### src/rtl/timer_pkg.sv
// Shared definitions for the player's timer blocks: digit widths and limits,
// the countdown FSM encoding and digit clamping / conversion helpers.
package timer_pkg;

  localparam int MAX_SECONDS = 599;
  localparam int DIGIT_W     = 6;
  localparam int SEC_W       = 10;

  localparam logic [DIGIT_W-1:0] MIN0_MAX = 6'd9;
  localparam logic [DIGIT_W-1:0] SEC1_MAX = 6'd5;
  localparam logic [DIGIT_W-1:0] SEC0_MAX = 6'd9;

  typedef enum logic [1:0] {
    ST_IDLE    = 2'd0,
    ST_PAUSE   = 2'd1,
    ST_RUN     = 2'd2,
    ST_EXPIRED = 2'd3
  } state_e;

  function automatic logic [DIGIT_W-1:0] clamp_digit(
    input logic [DIGIT_W-1:0] d,
    input logic [DIGIT_W-1:0] lim
  );
    return (d > lim) ? lim : d;
  endfunction

  // Digits are clamped first, so the largest result is 9*60+59 = 599.
  function automatic logic [SEC_W-1:0] digits_to_seconds(
    input logic [DIGIT_W-1:0] m,
    input logic [DIGIT_W-1:0] s1,
    input logic [DIGIT_W-1:0] s0
  );
    return SEC_W'(m) * 10'd60 + SEC_W'(s1) * 10'd10 + SEC_W'(s0);
  endfunction

endpackage

### src/rtl/seconds_to_digits.sv
// Combinational conversion of a seconds count into minute / tens / units
// digits in the same encoding the elapsed-time Timer drives into driver7seg.
module seconds_to_digits
  import timer_pkg::*;
(
  input  logic [SEC_W-1:0]   seconds,
  output logic [DIGIT_W-1:0] minutes0,
  output logic [DIGIT_W-1:0] seconds1,
  output logic [DIGIT_W-1:0] seconds0
);

  logic [SEC_W-1:0] sec_in_min;

  assign sec_in_min = seconds % 10'd60;
  assign minutes0   = DIGIT_W'(seconds / 10'd60);
  assign seconds1   = DIGIT_W'(sec_in_min / 10'd10);
  assign seconds0   = DIGIT_W'(seconds % 10'd10);

endmodule

### src/rtl/countdown_timer.sv
// Remaining-time countdown: loads m:ss, subtracts `step` seconds per enabled
// edge, saturates at 0:00. Optional macro COUNTDOWN_AUTORELOAD_EN restarts from
// the loaded value instead of stopping when the time runs out.
module countdown_timer #(
  parameter int MAX_SECONDS = timer_pkg::MAX_SECONDS
) (
  input  logic                          clk,
  input  logic                          reset,
  input  logic                          load,
  input  logic [timer_pkg::DIGIT_W-1:0] load_minutes0,
  input  logic [timer_pkg::DIGIT_W-1:0] load_seconds1,
  input  logic [timer_pkg::DIGIT_W-1:0] load_seconds0,
  input  logic                          count,
  input  logic [timer_pkg::DIGIT_W-1:0] step,
  output logic [timer_pkg::DIGIT_W-1:0] minutes0,
  output logic [timer_pkg::DIGIT_W-1:0] seconds1,
  output logic [timer_pkg::DIGIT_W-1:0] seconds0,
  output logic                          running,
  output logic                          done,
  output logic                          expired
);

  import timer_pkg::*;

  state_e             state_q, state_d;
  logic [SEC_W-1:0]   remaining_q, remaining_d;
  logic [SEC_W-1:0]   reload_q, reload_d;
  logic               expired_q, expired_d;
  logic [DIGIT_W-1:0] min_q, min_d, s1_q, s1_d, s0_q, s0_d;

  logic [SEC_W-1:0] load_raw, load_value, dec_value;

  assign load_raw = digits_to_seconds(clamp_digit(load_minutes0, MIN0_MAX),
                                      clamp_digit(load_seconds1, SEC1_MAX),
                                      clamp_digit(load_seconds0, SEC0_MAX));
  assign load_value = (load_raw > SEC_W'(MAX_SECONDS)) ? SEC_W'(MAX_SECONDS) : load_raw;
  assign dec_value  = (remaining_q > SEC_W'(step)) ? remaining_q - SEC_W'(step) : '0;

  always_comb begin
    state_d     = state_q;
    remaining_d = remaining_q;
    reload_d    = reload_q;
    expired_d   = 1'b0;
    if (load) begin
      // Load takes the edge outright: no decrement, and 0:00 never pulses.
      remaining_d = load_value;
      reload_d    = load_value;
      state_d     = (load_value == '0) ? ST_EXPIRED : ST_PAUSE;
    end else if (count && (state_q == ST_PAUSE || state_q == ST_RUN)) begin
      if (dec_value == '0) begin
        expired_d = 1'b1;
`ifdef COUNTDOWN_AUTORELOAD_EN
        if (reload_q != '0) begin
          remaining_d = reload_q;
          state_d     = ST_RUN;
        end else begin
          remaining_d = '0;
          state_d     = ST_EXPIRED;
        end
`else
        remaining_d = '0;
        state_d     = ST_EXPIRED;
`endif
      end else begin
        remaining_d = dec_value;
        state_d     = ST_RUN;
      end
    end else if (state_q == ST_RUN) begin
      state_d = ST_PAUSE;
    end
  end

  // Convert the next value so the digit registers update on the same edge.
  seconds_to_digits u_conv (
    .seconds  (remaining_d),
    .minutes0 (min_d),
    .seconds1 (s1_d),
    .seconds0 (s0_d)
  );

  always_ff @(posedge clk or negedge reset) begin
    if (!reset) begin
      state_q     <= ST_IDLE;
      remaining_q <= '0;
      reload_q    <= '0;
      expired_q   <= 1'b0;
      min_q       <= '0;
      s1_q        <= '0;
      s0_q        <= '0;
    end else begin
      state_q     <= state_d;
      remaining_q <= remaining_d;
      reload_q    <= reload_d;
      expired_q   <= expired_d;
      min_q       <= min_d;
      s1_q        <= s1_d;
      s0_q        <= s0_d;
    end
  end

  assign minutes0 = min_q;
  assign seconds1 = s1_q;
  assign seconds0 = s0_q;
  assign running  = (state_q == ST_RUN);
  assign done     = (state_q == ST_EXPIRED);
  assign expired  = expired_q;

endmodule

### config.mk
export PLATFORM = sky130hd
export DESIGN_NAME = countdown_timer
export DESIGN_NICKNAME = d
export VERILOG_FILES = /design/src/rtl/timer_pkg.sv /design/src/rtl/seconds_to_digits.sv /design/src/rtl/countdown_timer.sv
export SDC_FILE = /design/constraint.sdc
export NUM_CORES = 1
export LEC_CHECK = 0
export CAP_MARGIN = 20
export CORE_ASPECT_RATIO = 1.75
export CORE_MARGIN = 2
export CORE_UTILIZATION = 50
export DETAILED_ROUTE_END_ITERATION = 6
export HOLD_SLACK_MARGIN = 0.06
export PLACE_DENSITY = 0.79
export REMOVE_ABC_BUFFERS = 1
export SETUP_SLACK_MARGIN = 0.02
export SLEW_MARGIN = 5
export SYNTH_ARGS = -nofsm -noshare
export SYNTH_HDL_FRONTEND = slang
export SYNTH_HIERARCHICAL = 1
export SYNTH_SLANG_ARGS = --single-unit
### constraint.sdc
create_clock -name clk -period 4.47 [get_ports clk]
set_input_delay 1.341 -clock clk [delete_from_list [all_inputs] [get_ports clk]]
set_output_delay 1.341 -clock clk [all_outputs]
set_load 0.02 [all_outputs]
==> results of run 1 <==
==> cell usage after synthesis (4+ instances only) <==
| cell type | count | area, µm² |
|---|---|---|
| fa_1 | 12 | 240 |
| nor3_1 | 21 | 105 |
| a221oi_1 | 4 | 35.0 |
| or2_2 | 5 | 31.3 |
| buf_4 | 7 | 52.6 |
| nor2_1 | 38 | 143 |
| xor2_1 | 6 | 52.6 |
| nand3_1 | 15 | 75.1 |
| a21boi_0 | 4 | 30.0 |
| ha_1 | 38 | 475 |
| nor2b_1 | 9 | 56.3 |
| clkbuf_1 | 11 | 41.3 |
| nand3b_1 | 4 | 30.0 |
| a21oi_1 | 31 | 155 |
| and3_1 | 7 | 43.8 |
| nand2_1 | 29 | 109 |
| a21o_1 | 5 | 37.5 |
| a31oi_1 | 5 | 31.3 |
| nor4_1 | 4 | 25.0 |
| o21ai_0 | 29 | 145 |
| dfrtp_1 | 31 | 776 |
| o2bb2ai_1 | 5 | 43.8 |
| o22ai_1 | 9 | 56.3 |
| mux2i_1 | 5 | 50.1 |
| nand2b_1 | 10 | 62.6 |
| xnor2_1 | 14 | 123 |
| or3_1 | 5 | 31.3 |
| buf_2 | 9 | 45.0 |
| inv_1 | 51 | 191 |
| o211ai_1 | 4 | 30.0 |
==> metrics by stage <==
| step | instance area (µm²) | setup WS [ps] |
|---|---|---|
| floorplan | 3900 | -4360 |
| global placement | 5660 | -3570 |
| detailed placement | 5660 | -3850 |
| CTS | 6690 | -2720 |
==> repair_timing <==
action	in CTS
hold buffers	0
pin swaps	51
cloned	3
setup buffers	24
endpoints found under the setup margin	24
gates resized for setup	183
==> cell families after synthesis <==
| family | share of synthesized area |
|---|---|
| AO/OA/AOI/OAI | 0.246 |
| flip-flops | 0.194 |
| XOR/XNOR | 0.0498 |
| AND/OR/NAND/NOR | 0.225 |
| adder cells (fa/ha/maj) | 0.182 |
| multiplexers | 0.0125 |
| buffers and inverters | 0.0874 |
| other | 0.00282 |
==> layer usage <==
metal	global-route usage	overflow
met5	0.0370	0
met4	0.725	0
met3	0.363	0
met2	0.895	5
met1	0.630	0
==> results.py, run 1 <==
metrics = {
    "die": {
        "die_h_um": 122,
        "dieWidth_um": 71.6,
        "start_util": 0.509,
        "io_pins": 49,
        "row_count": 43,
    },
    "yosys": {
        "seq_area_frac_synth": 0.194,
        "avgSynthCellArea_um2": 7.84,
        "synth_edf_count": 0,
        "ys_seq_elements": 31,
        "async_flop_share": 1.00,
        "synth_flop_cell": "dfrtp_1",
        "syn-cell-area_um2": 4000,
        "syn_inst": 510,
        "yosysUniqueCellTypes": 77,
        "yosysWarnings": 6,
    },
    "placement": {
        "port-buffer-count": 48,
        "gp_congestion": 1.09,
        "dp_cells": 783,
        "post-dp-hpwl_um": 10800,
    },
    "global_routing": {
        "grt_start_max_net_pins": 32,
        "grt_usage": 0.650,
        "grt.overflow.total": 5,
    },
    "clock_tree": {
        "clk_path_buf_depth": 2,
        "numCtsBuffers": 5,
        "cts-root-buf": "clkbuf_16",
        "h-tree-depth": 2,
        "cts.sinks": 31,
    },
    "run_status": {
        "stop_stage": "5_1_grt",
        "error": "[ERROR GRT-0232] Routing congestion too high. Check the congestion heatmap in the GUI.",
        "status": "did not finish",
    },
    "timing": {
        "worst-ep-kind": "register input",
        "grt-worst-endpoint": "seconds0[1]$_DFF_PN0_/D",
    },
}
==> run 2: changes to the inputs <==
- CORE_ASPECT_RATIO: 1.75 -> unset
- CORE_UTILIZATION: 50 -> 35
- HOLD_SLACK_MARGIN: 0.06 -> unset
- PLACE_DENSITY: 0.79 -> unset
- PLACE_DENSITY_LB_ADDON: unset -> 0.15
- SETUP_SLACK_MARGIN: 0.02 -> unset
- clock period: 4.47 -> 5.81 ns (I/O delays scaled with it)
==> run 2 against run 1 <==
The flow now finishes, with violations (setup timing). Synthesized cell count unchanged. Area after synthesis is the same.
==> results.py, run 2 <==
metrics = {
    "global_routing": {
        "grt.overflow.total": 0,
        "grt_pass1_vias": 4796,
        "grt_start_max_net_pins": 32,
        "grt_first_pass_wirelength_um": 22600,
        "grt_usage": 0.220,
        "antenna_found_initial": 0,
    },
    "layout": {
        "insertedDiodeCount": 0,
        "syn_to_final_growth_pct": 73.9,
        "largest-register": "remaining_q",
        "fin_area_um2": 6950,
        "layout.nets": 817,
        "largest_register_ffs": 10,
        "layout_common_cells": "buf_4 (164), inv_1 (47), clkdlybuf4s50_1 (42)",
        "layout-drive-gt1-share": 0.422,
        "fin_cells": 883,
        "final_common_cell": "buf_4",
        "fillCellCount": 959,
    },
    "route": {
        "drt_first_pass_iters": 4,
        "drt_iter0_markers": 191,
        "routed-via-count": 4645,
        "routed_wl_um": 13500,
        "vias_per_cell": 5.26,
        "drcViolationCount": 0,
        "drtAntennaViolNets": 0,
        "wl_per_cell_um": 15.3,
    },
    "clock_tree": {
        "numCtsBuffers": 5,
        "cts_tree": "done",
        "cts-root-buf": "clkbuf_16",
        "insertion_delay_ps": 290,
        "cts_hold_buf": 0,
        "h-tree-depth": 2,
        "cts.sinks": 31,
        "clk_path_buf_depth": 2,
        "path_clk_slew_ps": 60,
    },
    "placement": {
        "placed_area_um2": 5610,
        "gp_congestion": 0.908,
        "port-buffer-count": 48,
        "post-dp-hpwl_um": 9410,
        "dp_cells": 822,
    },
    "timing": {
        "worst_pin_slew_ps": 646,
        "min_period_ps": 7500,
        "fin_skew_ps": 7.15,
        "max_slew_margin": 0.565,
        "hold_viol": 0,
        "fin_crit_sh": 1.29,
        "rsz0062_at_grt": "yes",
        "fmax_mhz": 133,
        "worst_slack_ps": -1690,
        "setup_viol": 18,
        "drv_slew": 0,
    },
    "yosys": {
        "seq_area_frac_synth": 0.194,
        "yosysMostFrequentCell": "inv_1",
        "synth_flop_cell": "dfrtp_1",
        "yosys.area.top_type": "dfrtp_1",
        "ys_seq_elements": 31,
        "syn-cell-area_um2": 4000,
        "yosysUniqueCellTypes": 77,
        "yosysWarnings": 6,
        "netlist.area_leader.share": 0.194,
        "avgSynthCellArea_um2": 7.84,
        "ys_top_cells_by_area": "dfrtp_1 (19%), ha_1 (12%), fa_1 (6.0%), inv_1 (4.8%), a21oi_1 (3.9%)",
        "ys_top_cells_by_count": "inv_1 (51), ha_1 (38), nor2_1 (38)",
        "async_flop_share": 1.00,
        "syn_inst": 510,
        "synth_edf_count": 0,
    },
    "worst_setup_path": {
        "reg2reg_setup_slack_ps": 1020,
        "cp_max_fo": 7,
        "end_kind": "register",
        "rr_startpoint": "remaining_q[0]",
        "critPathLaunchType": "input pin",
        "arrival_ps": 7700,
        "worstSetupPathType": "input pin to register",
        "ff2ff_path_depth": 23,
        "crit_required_ps": 6010,
        "timing.rr.end": "seconds0[5]",
    },
    "die": {
        "die_h_um": 111,
        "start_util": 0.355,
        "coreArea_um2": 11300,
        "dieArea_um2": 12300,
        "io_pins": 49,
        "row_count": 39,
        "dieWidth_um": 111,
    },
    "worst_hold_path": {
        "hold_depth": 2,
        "hp-start": "state_q[0]",
        "hold_class": "register to register",
        "min_to": "state_q[0]",
    },
    "run": {
        "cap_violations": 0,
    },
    "run_status": {
        "violations": "setup timing",
        "status": "finished with violations",
    },
}
## run 2: cell counts after synthesis
No cell type changed its count.
## run 2: how the worst max path moves through the flow
stage / startpoint / to / slack [ps] / cells past startpoint
2_1_floorplan: load_minutes0[4] / seconds0[3] / -3420 / 28
3_3_place_gp: load_minutes0[2] / seconds0[1] / -2620 / 28
3_5_place_dp: load_minutes0[2] / seconds0[1] / -2730 / 26
4_1_cts: load_minutes0[1] / seconds0[5] / -1590 / 32
5_1_grt: load_minutes0[1] / seconds0[1] / -1990 / 30
6_report: load_minutes0[5] / seconds0[5] / -1690 / 27
## run 2: area by class of cell
class                   instances  area (µm²)  share of cell area
clock inverters                 3        23.8             0.00342
clock buffers                   5         125              0.0180
multi-input cells             410        3600               0.519
well taps                     143         179              0.0258
flip-flops and latches         31         776               0.112
repair buffers                237        2030               0.293
inverters                      54         205              0.0295
## run 2: what timing repair did
action / CTS / global route
pin swaps: 48 / 12
gates cloned: 2 / 0
setup buffers: 46 / 6
resized for setup: 189 / 22
setup endpoints to repair: 24 / 24
## run 2: cells by family after synthesis
kind of cell | Yosys count | share of synthesized area
AOI/OAI and AO/OA | 145 | 0.246
xor gates and xnor gates | 21 | 0.0498
adders and majority gates | 51 | 0.182
buffers and inverters | 83 | 0.0874
DFF | 31 | 0.194
muxes | 5 | 0.0125
other | 3 | 0.00282
and+or+nand+nor | 171 | 0.225
## run 2: per-stage QoR
stage | hold WS, ps | util | TNS, ps | setup WS (ps)
after floorplan | 594 | - | -38570 | -3420
after global placement | 621 | 0.498 | -34940 | -2620
after detailed placement | 644 | 0.498 | -37340 | -2730
after CTS | 667 | 0.605 | -15060 | -1590
after global routing | 724 | 0.616 | -20870 | -1990
final | 658 | 0.616 | -16250 | -1690
## run 2: worst max-delay path, cell delays in order
cell	delay, ps
buf_4	130
nor3_4	170
and3_4	210
a21oi_2	40
ha_1	300
inv_1	50
fa_1	520
fa_2	460
fa_1	530
inv_2	50
ha_4	300
o21ai_4	70
buf_6	110
o211ai_1	200
o2111ai_2	220
a221oi_4	250
nand2b_4	200
o21ba_4	200
nand3b_1	130
buf_4	160
or3_4	320
and4_4	200
a2111oi_4	400
a21oi_2	90
o2111ai_4	310
nand2_2	100
nor3_2	200
## run 2: metal layers
layer,part of all wire,GRT usage
met1,0.43,0.269
met2,0.51,0.391
met3,0.043,0.0377
met4,0.020,0.0742
met5,0,0
Power of run 2 is not shown: default switching activity piles up to over one toggle a cycle in this logic, so the estimate is an artifact.
